## src/rtl/fifo_rd_stream.sv

```systemverilog
// fifo_rd_stream: drains a synchronous FIFO with one-cycle read latency into a
// valid/ready stream. A 2-entry skid buffer plus an in-flight flag keep the
// stream at full rate, and a beat counter marks BURST_LEN-beat bursts.
module fifo_rd_stream #(
  parameter int WIDTH     = 8,
  parameter int BURST_LEN = 16
) (
  input  logic             clk,
  input  logic             rst_n,
  input  logic             fifo_empty,
  output logic             fifo_ren,
  input  logic [WIDTH-1:0] fifo_rdata,
  input  logic             flush,
  output logic             m_valid,
  input  logic             m_ready,
  output logic [WIDTH-1:0] m_data,
  output logic             m_last,
  output logic [7:0]       beat_cnt
);

  localparam logic [7:0] LAST_BEAT = 8'(BURST_LEN - 1);

  // Entry 0 is always the head; entry 1 only holds data when occ_q == 2.
  logic [1:0][WIDTH-1:0] buf_q, buf_d;
  logic [1:0]            occ_q, occ_d;
  logic                  infl_q, infl_d;
  logic [7:0]            beat_q, beat_d;

  logic [1:0] level;
  logic       pop, push;

  // Buffered words plus the word already requested; never exceeds 2.
  assign level   = occ_q + {1'b0, infl_q};
  assign m_valid = (occ_q != 2'd0);
  assign m_data  = buf_q[0];
  assign m_last  = m_valid & (beat_q == LAST_BEAT);
  assign beat_cnt = beat_q;

  // Flush freezes the stream: no pop, and returning read data is dropped.
  assign pop  = m_valid & m_ready & ~flush;
  assign push = infl_q & ~flush;

  // Issue a read only when the word has guaranteed room on arrival: either a
  // slot is free, or the buffer is full-with-inflight but the head leaves now.
  // Gating on fifo_empty here keeps us independent of the FIFO's own guard.
  assign fifo_ren = ~fifo_empty & ~flush & rst_n &
                    ((level <= 2'd1) | ((level == 2'd2) & m_valid & m_ready));

  // Next-state for buffer, occupancy, in-flight flag and burst position.
  always_comb begin
    buf_d  = buf_q;
    occ_d  = occ_q;
    infl_d = fifo_ren;
    beat_d = beat_q;
    if (flush) begin
      occ_d  = 2'd0;
      infl_d = 1'b0;
      beat_d = 8'd0;
    end else begin
      unique case ({push, pop})
        2'b10: begin
          buf_d[occ_q[0]] = fifo_rdata;
          occ_d           = occ_q + 2'd1;
        end
        2'b01: begin
          buf_d[0] = buf_q[1];
          occ_d    = occ_q - 2'd1;
        end
        2'b11: begin
          // occ stays put; the new word lands behind whatever remains.
          if (occ_q == 2'd2) begin
            buf_d[0] = buf_q[1];
            buf_d[1] = fifo_rdata;
          end else begin
            buf_d[0] = fifo_rdata;
          end
        end
        default: ;
      endcase
      if (pop) beat_d = (beat_q == LAST_BEAT) ? 8'd0 : beat_q + 8'd1;
    end
  end

  // State registers; reset clears data storage as well as control.
  always_ff @(posedge clk or negedge rst_n) begin
    if (!rst_n) begin
      buf_q  <= '0;
      occ_q  <= 2'd0;
      infl_q <= 1'b0;
      beat_q <= 8'd0;
    end else begin
      buf_q  <= buf_d;
      occ_q  <= occ_d;
      infl_q <= infl_d;
      beat_q <= beat_d;
    end
  end

endmodule

```

## config.mk

```make
export PLATFORM = sky130hd
export DESIGN_NAME = fifo_rd_stream
export DESIGN_NICKNAME = d
export VERILOG_FILES = /design/src/rtl/fifo_rd_stream.sv
export SDC_FILE = /design/constraint.sdc
export NUM_CORES = 1
export LEC_CHECK = 0
export BUFFER_PORTS_ARGS = -buffer_cell sky130_fd_sc_hd__buf_2
export CAP_MARGIN = 20
export CORE_ASPECT_RATIO = 0.9
export CORE_MARGIN = 2
export CORE_UTILIZATION = 40
export DETAILED_ROUTE_END_ITERATION = 6
export GPL_TIMING_DRIVEN = 1
export HOLD_SLACK_MARGIN = 0.05
export PLACE_DENSITY = 0.69
export SYNTH_ARGS = -nofsm -noshare
export SYNTH_HDL_FRONTEND = slang
export SYNTH_SLANG_ARGS = --single-unit
```

## constraint.sdc

```tcl
create_clock -name clk -period 1.4 [get_ports clk]
set_input_delay 0.07 -clock clk [delete_from_list [all_inputs] [get_ports clk]]
set_output_delay 0.07 -clock clk [all_outputs]
set_load 0.005 [all_outputs]
```

Word level (Yosys, flattened, before mapping) --
Index checks and enable logic that the tools add are counted.
Word-level totals: output and inout port bits 19, bits in registers 27, word-level logic and storage cells 52
Cells by class: equal/unequal tests 7, reductions and logical operators 8, magnitude comparators 3, mux-type cells 13, $add $sub $neg 4, bitwise logic cells 12
Operators by type and width (number):
- 8-bit 2-to-1 mux | 6
- 8-bit one-hot mux with 3 select lines | 1
- 16-bit bitwise mux | 1
- 8-bit one-hot mux with 2 select lines | 1
- 1-bit bitwise AND | 9
- 8-bit by 1-bit adder with 8-bit output (second input constant) | 1
- 8-bit demux with 1-bit select | 1
- 2-bit equality test (second input constant) | 4
- 8-bit by 4-bit equality test with 1-bit output (second input constant) | 1
- 2-bit nonzero test | 3
- 3-bit nonzero test | 2
- 2-bit one-hot mux with 2 select lines | 1
- 3-bit AND reduction | 1
- 2-bit by 1-bit adder with 2-bit output | 1
- 2-bit by 1-bit adder with 2-bit output (second input constant) | 1
- 2-bit by 1-bit equality test with 1-bit output (second input constant) | 1
- 2-bit by 1-bit <= comparator with 1-bit output (second input constant) | 1
- 1-bit by 2-bit < comparator with 1-bit output (second input constant) | 1
- 2-bit 2-to-1 mux | 1
- 2-bit != test (second input constant) | 1
- 1-bit NOT | 2
- 2-bit AND reduction | 1
- 2-bit by 1-bit subtractor with 2-bit output (second input constant) | 1
- 1-bit >= comparator (second input constant) | 1
- 3 further kinds | 3

Logic depth before layout (Yosys ltp) --
depth in word-level cells 7, depth in mapped cells 5, gate-level depth less buffers 4

Worst setup path before layout --
No wires, ideal clock.
path type register to register, start register occ_q[0], end register buf_q[10] (netlist bit), clock period less this slack 1502 ps, data arrival time 1377 ps, library setup time 125 ps, required time 1275 ps, stages on the path, launching flop included 5, setup slack -102 ps, path through dfrtp_1 buf_4 nand3b_4 a21oi_4 mux2_4
Between the ends: longest elaborated chain between the ends 6, elaborated cells between the ends (all ways) 16, classes of those cells order compare (2); eq/ne (4); mux (4); bitwise (2); reduce/logical (4)
Ends and longest elaborated chain:
- start, declared | RTL line 25 | logic [1:0] occ_q, occ_d;
- start signal, assigned | RTL line 88 | occ_q <= 2'd0;
- start signal, assigned | RTL line 93 | occ_q <= occ_d;
- 1-bit by 2-bit < comparator with 1-bit output (implied by the code), or another cell as far along | RTL line 62 | buf_d[occ_q[0]] = fifo_rdata;
- 1-bit logical AND (implied by the code) / 1-bit bitwise AND (equally long branches) | RTL line 62, 40
- 8-bit 2-to-1 mux (implied by the code) / 1-bit bitwise AND (equally long branches) | RTL line 62, 40
- 8-bit demux with 1-bit select / 2-bit equality test (equally long branches) | RTL line 62, 60
- 16-bit bitwise mux, or another cell as far along | RTL line 62
- 8-bit one-hot mux with 2 select lines / 3-bit AND reduction (equally long branches)
- end signal, assigned | RTL line 92 | buf_q <= buf_d;
- end, declared | RTL line 24 | logic [1:0][WIDTH-1:0] buf_q, buf_d;
Parallel ways exist; a longest one is shown, timed or not. A chain may end at the register's enable or synchronous reset.

Worst setup path after layout --
start register occ_q[0], end output port fifo_ren
Between the ends: longest elaborated chain between the ends 6, elaborated cells between the ends (all ways) 8, classes of those cells add/sub (1); order compare (1); eq/ne (1); bitwise (4); reduce/logical (1)
Ends and longest elaborated chain:
- 2-bit by 1-bit adder with 2-bit output | RTL line 33 | assign level = occ_q + {1'b0, infl_q};
- 2-bit equality test | RTL line 47 | ((level <= 2'd1) | ((level == 2'd2) & m_valid & m_ready));
- 1-bit bitwise AND (2 in series) | RTL line 47
- 1-bit OR * | RTL line 47
- 1-bit bitwise AND * | RTL line 46 | assign fifo_ren = ~fifo_empty & ~flush & rst_n &
- end, declared | RTL line 11 | output logic fifo_ren,
Mark *: on every way between the ends. The rest lies on a longest branch, timed or not.

==> impl_metrics.toml <==
[run_status]
status = "complete, but fails checks"
violated_checks = "setup timing"

[sta]
whs_ps = 61.9
clock.fmax_mhz = 651
hold_violations = 0
period_needed_ps = 1540
grt_setup_unrepaired = "true"
drv_slew = 0
min_period_over_period_pct = 110
fin_ws_ps = -136
fin_skew_ps = 3.87
worst-slew-pin-transition_ps = 369
setup-violations-final = 24
worst_slew_margin_rel_pct = 75.4

[cells_and_area]
drive_gt1_share_pct = 54.6
layout.nets = 221
antennaDiodeCount = 0
synthToLayoutAreaGrowth_pct = 45.1
post-route-util_pct = 60.8

[power]
cellLeakagePower_uw = 0.000951
clkPwrFrac_pct = 26.0
cellPowerDensity_nw_per_um2 = 800
sw_frac_of_total_pct = 29.8
p_int_uw = 1280
p_switching_uw = 545
power_frac_seq_pct = 50.4
power.ir.vdd_worst_mv = 0.381
comb_power_share_pct = 23.5

[placement]
post-dp-hpwl_um = 2820
preCtsSetupSlack_ps = -113
port-buffer-count = 31
gp_routability_congestion = 0.840

[yosys]
avgSynthCellArea_um2 = 10.4
synth.cell_area_um2 = 1570
yosysTopAreaCell = "dfrtp_1"
syn_nets = 166
number_of_flops_mapped_to_enable_cells_by_yosys = 0
yosysTopAreaCellShare_pct = 42.9
synth_async_reset_ratio_pct = 100
yosys.cell_types.count = 40
yosys-top-cells-area = "dfrtp_1 (43%), mux2_4 (7.6%), o211ai_1 (5.2%)"
seq_area_frac_synth_pct = 42.9
yosys_warnings = 0
ys_seq_elements = 27
ys.flop_type = "dfrtp_1"
synthesis.instances = 151

[worst_setup_path]
required_ps = 1330
worstPathArrival_ps = 1470
critical-path-slowest-cell = "dfrtp_2"
critPathLaunch = "occ_q[0]"
critical_path.reg2reg.endpoint = "m_data[4]"
timing.critical_path.from_type = "register"
timing.critical_path.cells = "ha_4 > nor2b_4 > nor2_2 > a211oi_2 > buf_2"
rr_startpoint = "occ_q[0]"
worst_path_largest_cell_delay_ps = 440
reg2reg_depth = 7
regToRegSetupSlack_ps = -120
crit_type = "register to output port"
setup.worst_path.end_class = "output port"
crit_fanout = 2

[floorplanning]
boundaryPins = 32
fp.dieArea_um2 = 4450
core_area_um2 = 3760
initial_core_util_pct = 41.9
core.rowCount = 21
die_width_um = 70.1
die_height_um = 63.5

[cts]
clock-sinks = 27
clk_root_buffer_cell = "clkbuf_8"
clock_buffer_count_from_cts = 3
clk-insertion-delay-late_ps = 280
tritoncts = "built"
clk_pin_slew_ps = 100
clock_tree.htree_level_count = 1
cts_max_path_buffers = 2

[routing]
avgViaCountPerCell = 5.88
routed_wire_length_per_instance_um = 17.3
antenna_left = 0
routed_wirelength_um = 4350
detail_route.first_pass.iterations = 4
dr_total_vias = 1476
dr.first_iter.drc_count = 131
drt_drc_violations_left = 0

[grt]
grt_use_total_pct = 20.2
grt_start_max_net_pins = 28
first_pass_grt_wire_length_um = 7090
grt_overflow_total = 0
first_global_vias = 1439
initial_antenna_violation_count = 0

[worst_hold_path]
min-delay-path-class = "input pin to register"
timing.hold.worst_path_depth = 2
timing.hold.worst.start = "flush"
holdPathEnd = "occ_q[0]"

[flow_run]
cap_viol_max_count = 0
-- repair_timing --
| action | CTS | global route |
|---|---|---|
| resized for setup | 28 | 21 |
| pin swaps | 23 | 14 |
| buffers inserted | 7 | 1 |
| hold buffers | 8 | 0 |
| endpoints found under the hold margin | 34 | 0 |
| setup endpoints to repair | 25 | 28 |
-- critical path: cells and delay by family (launching register included) --
family,cells,cell delay (ps)
AOI/OAI and AO/OA,1,160
and+or+nand+nor,2,190
buffers and inverters,1,140
DFF,1,440
adders and majority gates,1,250
-- per-stage QoR --
step | instances | instance area (µm²) | power [µW] | setup TNS [ps]
3_5_place_dp | 232 | 1850 | 1240 | -1170
6_report | 251 | 2280 | 1830 | -1470
5_1_grt | 251 | 2280 | 1900 | -2840
3_3_place_gp | 232 | 1850 | 1220 | -231
4_1_cts | 250 | 2160 | 1760 | -1020
2_1_floorplan | 151 | 1580 | 1150 | -490
-- sequential cells by signal, indices dropped and copies added, names as in the netlist --
signal    flops
beat_cnt      8
buf_q         8
infl_q        1
m_data        8
occ_q         2
-- cell families after synthesis --
family | share of synthesized area (%)
flops | 42.9
mux | 7.63
fa+ha+maj | 1.59
simple gates | 15.7
buf+inv | 8.03
compound gates | 23.6
xor+xnor | 0.557
-- cells in the final DEF, fill, tap and decap left out, types with 2 or more instances in the layout --
cell,instances
nor3b_2,2
dlygate4sd3_1,8
a31oi_1,6
nand2b_1,3
or3_4,2
a211oi_1,4
buf_2,30
dfrtp_2,2
o21ai_0,3
dfrtp_1,25
nor2b_1,2
nand3_1,3
nand3_4,3
or3_1,2
inv_1,2
a211oi_2,6
a31oi_4,3
clkbuf_8,3
nand2_1,5
nand3_2,5
nor2_1,2
buf_4,21
buf_12,2
a21oi_1,5
o211ai_1,11
a21oi_2,4
mux2_4,8
buf_6,7
-- cell usage after synthesis, drive strengths merged (4+ instances only) --
master	instances
dfrtp	27
buf	13
o211ai	12
nand3	11
a211oi	10
a21oi	10
a31oi	10
mux2	8
clkbuf	5
nand2	5
o21ai	4
or3	4
-- layout make-up --
type / count / area (µm²)
sequential: 27 / 678
clock inverter: 1 / 7.51
clock buffer: 3 / 41.3
timing repair buffer: 68 / 507
multi-input combinational: 103 / 978
tap: 46 / 57.6
fill: 273 / 1470
inverter: 3 / 13.8
-- worst max path at each step --
stage	cells past startpoint	to	slack [ps]
final	5	fifo_ren	-140
after global routing	5	fifo_ren	-180
after CTS	5	fifo_ren	-130
after detailed placement	5	fifo_ren	-110
after global placement	6	m_data[0]	-50
after floorplan	4	buf_q[10]	-60
-- per-layer routing --
layer | GRT usage (%) | part of all wire [%]
met4 | 10.3 | 2.9
met3 | 2.88 | 5.4
met2 | 31.2 | 47
met1 | 27.6 | 45
met5 | 0 | 0
-- power by group through the flow --
stage	clock network, µW	logic [µW]	registers [µW]
6_report	476	430	922
4_1_cts	474	370	915
2_1_floorplan	0	241	912
5_1_grt	502	465	934
3_3_place_gp	0	302	918
3_5_place_dp	0	312	926
(Power assumes the default switching activity.)
